--- src/rtl/mp3_word_prefetch.sv ---
// Track prefetcher for the VS1003 streamer: walks a ROM address range through a
// 1-cycle synchronous ROM into a small FIFO and serves words on a valid/ready port.
module mp3_word_prefetch #(
   parameter int WIDTH     = 32,
   parameter int AW        = 14,
   parameter int FIFO_LOG2 = 3
) (
   input  logic                 clk,
   input  logic                 rst,
   input  logic                 play,
   input  logic                 loop,
   input  logic [AW-1:0]        start_addr,
   input  logic [AW-1:0]        end_addr,
   output logic                 rom_en,
   output logic [AW-1:0]        rom_addr,
   input  logic [WIDTH-1:0]     rom_data,
   output logic [WIDTH-1:0]     out_data,
   output logic                 out_valid,
   input  logic                 out_ready,
   output logic                 busy,
   output logic                 done,
   output logic [FIFO_LOG2:0]   level
);

   localparam int DEPTH = 1 << FIFO_LOG2;

   typedef enum logic [1:0] {IDLE, FETCH, DRAIN} state_t;

   state_t                 state, state_nx;
   logic                   play_q, inflight, done_q;
   logic [AW-1:0]          cur, start_l, end_l;
   logic [WIDTH-1:0]       mem [DEPTH];
   logic [FIFO_LOG2-1:0]   wr_ptr, rd_ptr;
   logic [FIFO_LOG2:0]     cnt;
   logic [FIFO_LOG2+1:0]   occ;
   logic                   rise, stop, empty_range, at_end, issue, push, pop;

   assign rise        = play & ~play_q;
   assign stop        = (state != IDLE) & ~play;
   assign empty_range = end_addr < start_addr;
   assign at_end      = cur == end_l;
   // Reserve a slot for the word still coming back from the ROM.
   assign occ         = {1'b0, cnt} + (FIFO_LOG2+2)'(inflight);
   assign push        = inflight & ~stop;
   assign pop         = out_valid & out_ready & ~stop;

   always_ff @(posedge clk or negedge rst) begin
      if (!rst) state <= IDLE;
      else      state <= state_nx;
   end

   always_comb begin
      state_nx = state;
      case (state)
         IDLE:    if (rise && !empty_range) state_nx = FETCH;
         FETCH:   if (stop) state_nx = IDLE;
                  else if (issue && at_end && !loop) state_nx = DRAIN;
         DRAIN:   if (stop) state_nx = IDLE;
                  else if (cnt == '0 && !inflight) state_nx = IDLE;
         default: state_nx = IDLE;
      endcase
   end

   always_comb begin
      issue    = (state == FETCH) && (occ < (FIFO_LOG2+2)'(DEPTH));
      rom_en   = issue;
      rom_addr = issue ? cur : '0;
      busy     = state != IDLE;
   end

   always_ff @(posedge clk or negedge rst) begin
      if (!rst) begin
         play_q   <= 1'b0;
         inflight <= 1'b0;
         done_q   <= 1'b0;
         cur      <= '0;
         start_l  <= '0;
         end_l    <= '0;
      end else begin
         play_q   <= play;
         inflight <= issue & ~stop;
         done_q   <= (state == IDLE && rise && empty_range) ||
                     (state == DRAIN && !stop && cnt == '0 && !inflight);
         if (state == IDLE && rise) begin
            start_l <= start_addr;
            end_l   <= end_addr;
            cur     <= start_addr;
         end else if (issue) begin
            cur <= at_end ? start_l : cur + 1'b1;
         end
      end
   end

   // Stop flushes everything; the word returning from the ROM is dropped via push.
   always_ff @(posedge clk or negedge rst) begin
      if (!rst) begin
         wr_ptr <= '0;
         rd_ptr <= '0;
         cnt    <= '0;
      end else if (stop) begin
         wr_ptr <= '0;
         rd_ptr <= '0;
         cnt    <= '0;
      end else begin
         if (push) wr_ptr <= wr_ptr + 1'b1;
         if (pop)  rd_ptr <= rd_ptr + 1'b1;
         case ({push, pop})
            2'b10:   cnt <= cnt + 1'b1;
            2'b01:   cnt <= cnt - 1'b1;
            default: cnt <= cnt;
         endcase
      end
   end

   always_ff @(posedge clk) begin
      if (push) mem[wr_ptr] <= rom_data;
   end

   assign out_valid = cnt != '0;
   assign out_data  = out_valid ? mem[rd_ptr] : '0;
   assign level     = cnt;
   assign done      = done_q;

endmodule

--- config.mk ---
export PLATFORM = sky130hd
export DESIGN_NAME = mp3_word_prefetch
export DESIGN_NICKNAME = d
export VERILOG_FILES = /design/src/rtl/mp3_word_prefetch.sv
export SDC_FILE = /design/constraint.sdc
export NUM_CORES = 1
export LEC_CHECK = 0
export ABC_AREA = 0
export CAP_MARGIN = 40
export CORE_MARGIN = 8
export CORE_UTILIZATION = 52
export DETAILED_ROUTE_END_ITERATION = 16
export GPL_TIMING_DRIVEN = 0
export PLACE_DENSITY = 0.81
export SYNTH_ARGS = -nofsm -noshare
export SYNTH_HDL_FRONTEND = slang
export SYNTH_SLANG_ARGS = --single-unit
export TNS_END_PERCENT = 10
--- constraint.sdc ---
create_clock -name clk -period 3.85 [get_ports clk]
set_input_delay 1.155 -clock clk [delete_from_list [all_inputs] [get_ports clk]]
set_output_delay 1.155 -clock clk [all_outputs]
set_load 0.02 [all_outputs]
==> results of run 1 <==
## cell usage in the layout (no fill, tap or decap), types with 4 or more instances in the layout
| master | Yosys | routed |
|---|---|---|
| buf_8 | 0 | 5 |
| nand3b_1 | 4 | 4 |
| a21oi_1 | 22 | 22 |
| o21ai_1 | 24 | 24 |
| nor2_1 | 63 | 57 |
| clkbuf_2 | 0 | 5 |
| clkinv_2 | 0 | 7 |
| nand2b_1 | 4 | 4 |
| dlygate4sd2_1 | 0 | 23 |
| inv_1 | 15 | 15 |
| mux2i_1 | 42 | 42 |
| clkinv_1 | 0 | 7 |
| mux4_2 | 64 | 64 |
| nand3_1 | 10 | 10 |
| xor2_1 | 9 | 9 |
| nand4_1 | 7 | 7 |
| buf_12 | 0 | 4 |
| a22oi_1 | 10 | 10 |
| xnor2_1 | 24 | 24 |
| ha_1 | 18 | 18 |
| buf_2 | 9 | 8 |
| clkbuf_16 | 0 | 31 |
| buf_6 | 3 | 10 |
| clkbuf_1 | 17 | 15 |
| buf_16 | 0 | 4 |
| nor2_4 | 0 | 6 |
| and2_1 | 14 | 14 |
| edfxtp_1 | 256 | 256 |
| dfrtp_1 | 57 | 57 |
| dlymetal6s2s_1 | 0 | 18 |
| nand2_1 | 72 | 72 |
| clkdlybuf4s50_1 | 0 | 76 |
| buf_4 | 5 | 6 |
## routing by layer
metal / vias up / GRT usage, %
li1: 3377 / -
met2: 360 / 32.19
met3: 40 / 3.561
met5: - / 0
met1: 3853 / 26.83
met4: 2 / 3.956
## cell families after synthesis
| group | count (synthesis) | share of synthesized area, % |
|---|---|---|
| DFF | 313 | 69.44 |
| and+or+nand+nor | 193 | 6.864 |
| muxes | 106 | 14.19 |
| AOI/OAI and AO/OA | 72 | 3.308 |
| buffers and inverters | 57 | 2.031 |
| xor gates and xnor gates | 35 | 2.450 |
| adders and majority gates | 18 | 1.716 |
## report_power, final
group          internal [mW]  leakage [nW]  total, mW  switching [mW]
sequential              3.93          3.01       4.14           0.216
clock                   1.56         0.467       2.82            1.26
combinational           1.74          2.45       3.78            2.04
total                   7.23          5.93       10.7            3.52
## area by class of cell
cell class,count,share of cell area [%]
flip-flops and latches,313,56.62
multi-input cells,424,23.64
repair buffers,134,9.126
clock buffers,36,4.936
well taps,330,2.565
plain buffers,39,1.679
clock inverters,22,1.003
inverters,18,0.4353
## state kept, by name (all words and copies together), names as in the netlist
register  flops
end_l        14
start_l      14
inflight      1
state         2
level         4
done          1
cur          14
play_q        1
wr_ptr        3
rd_ptr        3
mem         256
## worst max-delay path by stage
stage	startpoint	end	slack [ps]	cells past startpoint
finish	level[1]$_DFFE_PN0P_	rom_addr[13]	110	5
global route	rd_ptr[0]$_DFFE_PN0P_	out_data[29]	-1	6
CTS	rd_ptr[0]$_DFFE_PN0P_	out_data[21]	-40	6
detailed placement	rd_ptr[1]$_DFFE_PN0P_	out_data[0]	210	6
global placement	play	mem[0][14]$_DFFE_PP_	-3120	4
floorplan	play	mem[0][0]$_DFFE_PP_	-220	3
## what timing repair did
item,CTS,global route
resized for setup,48,23
endpoints found under the setup margin,41,19
pin swaps,0,0
## stage by stage
stage,hold WS [ps],util (%),setup WS [ps],setup TNS (ps),instances
2_1_floorplan,446.2,-,-223.0,-7135,794
3_3_place_gp,461.8,58.98,-3120,-427380,1242
3_5_place_dp,475.7,60.29,210.8,0,1258
4_1_cts,489.3,64.23,-43.16,-104.4,1316
5_1_grt,506.7,64.48,-1.462,-1.462,1316
6_report,488.4,64.48,110.1,0,1316
## critical path: stages (launching register included)
cell	delay (ps)
dfrtp_1	440
and2_1	200
a311o_2	490
inv_4	150
and2_1	150
clkdlybuf4s50_1	600
==> impl_metrics.json, run 1 <==
{
  "status": "complete, no violations",
  "drtIter0Drc": 614,
  "start_util_pct": 52.57,
  "clkSinkCount": 313,
  "grt_max_degree": 32,
  "grt_pass1_wl_um": 46170,
  "yosysTopAreaCell": "edfxtp_1",
  "layout.nets": 1044,
  "wirelength_um": 29760,
  "clock_latency_ps": 570,
  "worstRegToRegCells": 6,
  "worstMarginPinSlew_ps": 853.3,
  "synth-main-ff-cell": "edfxtp_1",
  "async_flop_share_pct": 18.21,
  "worstSetupPathType": "reg2out",
  "core_area_um2": 24960,
  "r2r_start": "inflight$_DFF_PN0_",
  "grt_pass1_vias": 7806,
  "clockRootBuffer": "clkbuf_16",
  "drt_pass1_iterations": 6,
  "drive_gt1_share_pct": 18.05,
  "ys_warn_count": 0,
  "met2_length_um": 14400,
  "num_vias": 7632,
  "die_y_um": 174.9,
  "max_slew_margin_pct": 42.98,
  "place_hpwl_um": 19250,
  "ios": 119,
  "finalWeightedCongestion": 0.8514,
  "critPathArrivalTime_ps": 2580,
  "num-fill-cells": 1722,
  "netlist_instances": 794,
  "min_to": "start_l[11]$_DFFE_PN0P_",
  "fin_total_pwr_mw": 10.74,
  "syn_area_per_cell_um2": 16.53,
  "holdBufCountCts": 0,
  "slew_violations": 0,
  "top_layer_used": "met5",
  "peakVddDrop_mv": 0.4961,
  "final.setup_skew_ps": 14.83,
  "synth_edf_count": 256,
  "grt_overflow": 0,
  "reg2reg_to": "mem[0][9]$_DFFE_PP_",
  "hold_path_class": "reg2reg",
  "cts_buffer_depth": 3,
  "antenna_found_initial": 1,
  "area_growth_pct": 22.65,
  "numCtsBuffers": 31,
  "regArea_um2": 9114,
  "cts_max_level": 1,
  "wirelength_met1_um": 12480,
  "path_clk_slew_ps": 70,
  "end_kind": "output pin",
  "dr_wl_met3_um": 2406,
  "synth_most_common_cell": "edfxtp_1",
  "dieArea_um2": 30580,
  "grt_usage_pct": 19.48,
  "wl_per_cell_um": 22.61,
  "hold_depth": 2,
  "numPortBuffers": 118,
  "r2r_slack_ps": 1140,
  "synth.area.top_cells": "edfxtp_1 59%, mux4_2 11%, dfrtp_1 11%",
  "syn-cell-area_um2": 13120,
  "synth_top_area_share_pct": 58.58,
  "required_ps": 2690,
  "antennaDiodeCount": 0,
  "power_density_nw_per_um2": 667.4,
  "synth_common_cells": "256 x edfxtp_1, 72 x nand2_1, 64 x mux4_2",
  "die_w_um": 174.9,
  "period_share_pct": 97.14,
  "vias_per_cell": 5.799,
  "syn_nets": 877,
  "ys_seq_area_share_pct": 69.44,
  "dpl_cell_area_um2": 15050,
  "leakage_nw": 5.926,
  "fin_crit_ps": 3740,
  "worstHoldStart": "start_l[11]$_DFFE_PN0P_",
  "ys_types": 50,
  "crit_path_max_fanout": 10,
  "cts_setup_buffers": 0,
  "rows": 58,
  "ant_nets": 0,
  "design_area_um2": 16100,
  "drv_cap": 0,
  "ys_seq_elements": 313,
  "max_freq_mhz": 267.4,
  "cts_tree": "yes",
  "setup_viol_count_final": 0,
  "start_kind": "flop",
  "multi_input_area_um2": 3805,
  "remaining_drc_errors": 0,
  "hold_viol": 0
}
No activity file was read; power rests on OpenSTA's default activity.
==> run 2: changes to the inputs <==
- CORE_UTILIZATION: 52 -> 58
- PLACE_DENSITY: 0.81 -> 0.85
- clock period: 3.85 -> 4.6 ns (I/O delays scaled with it)
==> run 2 against run 1 <==
Setup slack improved by 15 ps. Sequential cell count unchanged. Sequential power fell by 16%. Highest routed layer unchanged. Die area is 9.4% lower. Sequential share of layout area up 0.35 points. Global-route usage rose by 2.7 points. Critical endpoint is now out_data[10]. Register-to-register slack improved by 640 ps. Largest power group unchanged.
==> impl_metrics.json, run 2 (synthesis gave the netlist of run 1 again) <==
{
  "status": "complete, no violations",
  "largest_register_ffs": 256,
  "regArea_um2": 9114,
  "power_density_nw_per_um2": 576.5,
  "crit_path_max_fanout": 10,
  "clock_latency_ps": 560,
  "wl_per_cell_um": 24.34,
  "worstSetupPathType": "reg2out",
  "max_freq_mhz": 223.5,
  "antenna_found_initial": 2,
  "max_slew_margin_pct": 44.79,
  "drtIter0Drc": 703,
  "cts_max_level": 1,
  "hold_path_class": "reg2reg",
  "core_area_um2": 22430,
  "post_cts_resized": 0,
  "peakVddDrop_mv": 0.4126,
  "fin_crit_ps": 4475,
  "critPathArrivalTime_ps": 3090,
  "area_growth_pct": 21.91,
  "rows": 55,
  "layout.nets": 1045,
  "numCtsBuffers": 30,
  "fin_cells": 1270,
  "end_kind": "output pin",
  "setup_viol_count_final": 0,
  "place_inst": 1215,
  "numPortBuffers": 118,
  "design_area_um2": 16000,
  "dpl_cell_area_um2": 14990,
  "worstMarginPinSlew_ps": 823.7,
  "grt_usage_pct": 22.14,
  "drt_pass1_iterations": 5,
  "die_w_um": 166.4,
  "multi_input_area_um2": 3799,
  "num_vias": 7713,
  "die_y_um": 166.4,
  "start_kind": "flop",
  "cts_setup_buffers": 0,
  "top_register": "mem",
  "dieArea_um2": 27700,
  "place_hpwl_um": 19590,
  "grt_overflow": 0,
  "layout_common_cells": "256 x edfxtp_1, 117 x clkdlybuf4s50_1, 72 x nand2_1",
  "final_common_cell": "edfxtp_1",
  "slew_violations": 0,
  "clkSinkCount": 313,
  "required_ps": 3220,
  "rsz0062_at_grt": "no",
  "vias_per_cell": 6.073,
  "cts_buffer_depth": 3,
  "grt_max_degree": 38,
  "clockRootBuffer": "clkbuf_16",
  "period_share_pct": 97.28,
  "grt_pass1_vias": 8039,
  "finalWeightedCongestion": 0.8686,
  "remaining_drc_errors": 0,
  "grt_pass1_wl_um": 47150,
  "hold_viol": 0,
  "cts_tree": "yes",
  "final.setup_skew_ps": 14.44,
  "path_clk_slew_ps": 60,
  "num-fill-cells": 1367,
  "leakage_nw": 5.627,
  "ant_nets": 0,
  "drv_cap": 0,
  "drive_gt1_share_pct": 17.07,
  "ios": 119,
  "utilization_pct": 71.32,
  "start_util_pct": 58.50,
  "wirelength_um": 30910,
  "holdBufCountCts": 0
}
[run 2: cell count changes in the layout (fill, tap and decap cells not counted), moves of 3 or more]
cell             change
buf_8                -5
dlygate4sd2_1       -23
clkinv_4             -3
clkdlybuf4s50_1     +41
clkbuf_4             -3
dlymetal6s2s_1      -18
buf_6                +4
clkinv_2             -5
bufinv_16            +4
clkbuf_1             +6
[run 2: critical path: stages, from the launching register on]
cell and delay, ps:
dfrtp_1 390, buf_2 280, buf_1 600, mux4_2 410, mux2i_1 210, nor2_1 60
clkdlybuf4s50_1 580
[run 2: through the flow]
step	TNS, ps	power, mW	hold WS [ps]	setup slack [ps]
final	0	9.223	484.4	125.2
after floorplan	0	5.507	446.2	289.6
after global placement	-304550	6.617	461.3	-2450
after global routing	0	9.594	506.4	35.80
after detailed placement	0	6.742	468.2	588.2
after CTS	0	9.276	481.6	61.25
[run 2: final timing paths]
path | from | end | slack, ps | cells past startpoint
min reg2reg | start_l[0]$_DFFE_PN0P_ | start_l[0]$_DFFE_PN0P_ | 480 | 2
max | rd_ptr[1]$_DFFE_PN0P_ | out_data[10] | 130 | 6
max reg2reg | inflight$_DFF_PN0_ | mem[1][22]$_DFFE_PP_ | 1780 | 6
min in group asynchronous | rst | level[1]$_DFFE_PN0P_ | 800 | 1
max in group asynchronous | rst | rd_ptr[2]$_DFFE_PN0P_ | 3200 | 2
min | start_l[0]$_DFFE_PN0P_ | start_l[0]$_DFFE_PN0P_ | 480 | 2
[run 2: routing by layer]
metal | global-route usage, % | vias up | share of wire [%]
li1 | - | 3387 | -
met1 | 28.03 | 3909 | 40
met2 | 37.52 | 348 | 50
met3 | 4.965 | 67 | 7.8
met4 | 7.364 | 2 | 2.7
met5 | 0 | - | 0.042
[run 2: report_power, final]
part	switching, mW	internal (mW)	total (mW)
registers	0.179	3.29	3.47
logic	1.73	1.51	3.25
clock network	1.04	1.47	2.51
total	2.95	6.27	9.22
[run 2: final cells by class]
type | instances | share of cell area (%)
buffer | 39 | 1.267
antenna | 1 | 0.01564
multi-input combinational | 424 | 23.74
clock buffer | 35 | 4.810
sequential | 313 | 56.96
clock inverter | 19 | 1.455
timing repair buffer | 136 | 9.095
inverter | 18 | 0.4223
tap | 285 | 2.229
==> run 3: changes to the inputs <==
- SKIP_LAST_GASP: not set -> 1
==> run 3 against run 2 <==
Clock skew grew 0.98 ps. Fmax shrank 0.82%. Clock power is essentially flat. Sequential cell count is the same. Highest routed layer unchanged. Via count shrank 0.56%. Utilization is essentially flat. Setup slack lost 37 ps.
==> impl_metrics.json, run 3 (synthesis gave the netlist of run 1 again) <==
{
  "status": "complete, no violations",
  "reg2reg_to": "mem[1][22]$_DFFE_PP_",
  "grt_pass1_wl_um": 47150,
  "num-fill-cells": 1366,
  "finalWeightedCongestion": 0.8686,
  "top_usage_layer": "met2",
  "grt_overflow": 0,
  "place_hpwl_um": 19590,
  "place_ws_ps": 588.2,
  "numPortBuffers": 118,
  "hold_path_class": "reg2reg",
  "ant_nets": 0,
  "setup_viol_count_final": 0,
  "post_cts_resized": 0,
  "core_area_um2": 22430,
  "final.setup_skew_ps": 15.42,
  "rows": 55,
  "critPathArrivalTime_ps": 3130,
  "utilization_pct": 71.31,
  "holdWs_ps": 483.7,
  "final_common_cell": "edfxtp_1",
  "numCtsBuffers": 30,
  "crit_end": "out_data[1]",
  "crit_start": "rd_ptr[1]$_DFFE_PN0P_",
  "grt_max_degree": 38,
  "peakVddDrop_mv": 0.4132,
  "layout.nets": 1045,
  "fin_cells": 1270,
  "crit_family": "buffers and inverters",
  "wl_per_cell_um": 24.29,
  "layout_common_cells": "256 x edfxtp_1, 117 x clkdlybuf4s50_1, 72 x nand2_1",
  "cts_buffer_depth": 3,
  "fin_crit_ps": 4512,
  "max_freq_mhz": 221.6,
  "end_kind": "output pin",
  "crit_buf_inv": 3,
  "slew_violations": 0,
  "r2r_slack_ps": 1770,
  "path_cells": "buf_2 > buf_1 > mux4_2 > mux2i_1 > nor2_1 > clkdlybuf4s50_1",
  "die_w_um": 166.4,
  "vias_per_cell": 6.039,
  "fin_total_pwr_mw": 9.224,
  "rsz0062_at_grt": "yes",
  "power_density_nw_per_um2": 576.6,
  "place_inst": 1215,
  "cts_max_level": 1,
  "largest_register_ffs": 256,
  "clockRootBuffer": "clkbuf_16",
  "required_ps": 3220,
  "multi_input_area_um2": 3799,
  "cts_setup_buffers": 0,
  "drv_cap": 0,
  "drtIter0Drc": 726,
  "remaining_drc_errors": 0,
  "grt_usage_pct": 22.14,
  "drive_gt1_share_pct": 16.87,
  "leakage_nw": 5.620,
  "start_kind": "flop",
  "ios": 119,
  "antenna_found_initial": 2,
  "regArea_um2": 9114,
  "start_util_pct": 58.50,
  "gr-usage-met2_pct": 37.52,
  "max_slew_margin_pct": 43.71,
  "finalWorstSetupSlack_ps": 88.27,
  "worstMarginPinSlew_ps": 844.3,
  "top_register": "mem",
  "die_y_um": 166.4,
  "hold_viol": 0,
  "drt_pass1_iterations": 5,
  "cp.depth": 6,
  "met1_usage_pct": 28.03,
  "grt_pass1_vias": 8039,
  "met3_usage_pct": 4.965,
  "crit_path_max_fanout": 10,
  "r2r_start": "inflight$_DFF_PN0_",
  "path_clk_slew_ps": 60,
  "dpl_cell_area_um2": 14990,
  "period_share_pct": 98.08,
  "design_area_um2": 16000,
  "num_vias": 7670,
  "cpPeakStageDelay_ps": 690,
  "wirelength_um": 30850,
  "cp_slowest_cell": "clkdlybuf4s50_1",
  "area_growth_pct": 21.89,
  "clkSinkCount": 313,
  "worstRegToRegCells": 6,
  "cts_tree": "yes",
  "tns_ps": 0,
  "dieArea_um2": 27700,
  "clock_latency_ps": 560,
  "worstSetupPathType": "reg2out",
  "holdBufCountCts": 0
}
-- run 3: cell types whose count changed in the layout (fill, tap and decap cells not counted), sizes merged --
cell    previous run  this run
buf               39        41
clkbuf            54        52
-- run 3: worst min path at each step --
| stage | startpoint | end | cells after the start |
|---|---|---|---|
| detailed placement | start_l[0]$_DFFE_PN0P_ | start_l[0]$_DFFE_PN0P_ | 2 |
| floorplan | start_l[0]$_DFFE_PN0P_ | start_l[0]$_DFFE_PN0P_ | 2 |
| finish | start_l[0]$_DFFE_PN0P_ | start_l[0]$_DFFE_PN0P_ | 2 |
| global route | start_l[13]$_DFFE_PN0P_ | start_l[13]$_DFFE_PN0P_ | 2 |
| global placement | start_l[0]$_DFFE_PN0P_ | start_l[0]$_DFFE_PN0P_ | 2 |
| CTS | start_l[0]$_DFFE_PN0P_ | start_l[0]$_DFFE_PN0P_ | 2 |
-- run 3: final cells by class --
class	instances	share of cell area (%)
inverter	18	0.4224
multi-input combinational	424	23.75
sequential	313	56.97
buffer	39	1.251
clock buffer	35	4.810
antenna	1	0.01564
timing repair buffer	136	9.097
tap	285	2.229
clock inverter	19	1.455
-- run 3: metal layers --
layer  vias to the layer above  wire [um]
li1                       3376          -
met1                      3880      12150
met2                       344      15390
met3                        68       2446
met4                         2        843
met5                         -         13
-- run 3: power by group --
part / switching (mW) / leakage, nW / internal (mW) / total, mW
combinational: 1.73 / 2.14 / 1.51 / 3.25
sequential: 0.179 / 3.01 / 3.29 / 3.47
clock: 1.04 / 0.473 / 1.47 / 2.51
-- run 3: worst min-delay path: stages, from the launching register on --
cell,delay (ps)
dfrtp_1,350
nand2_1,50
nand2_1,60
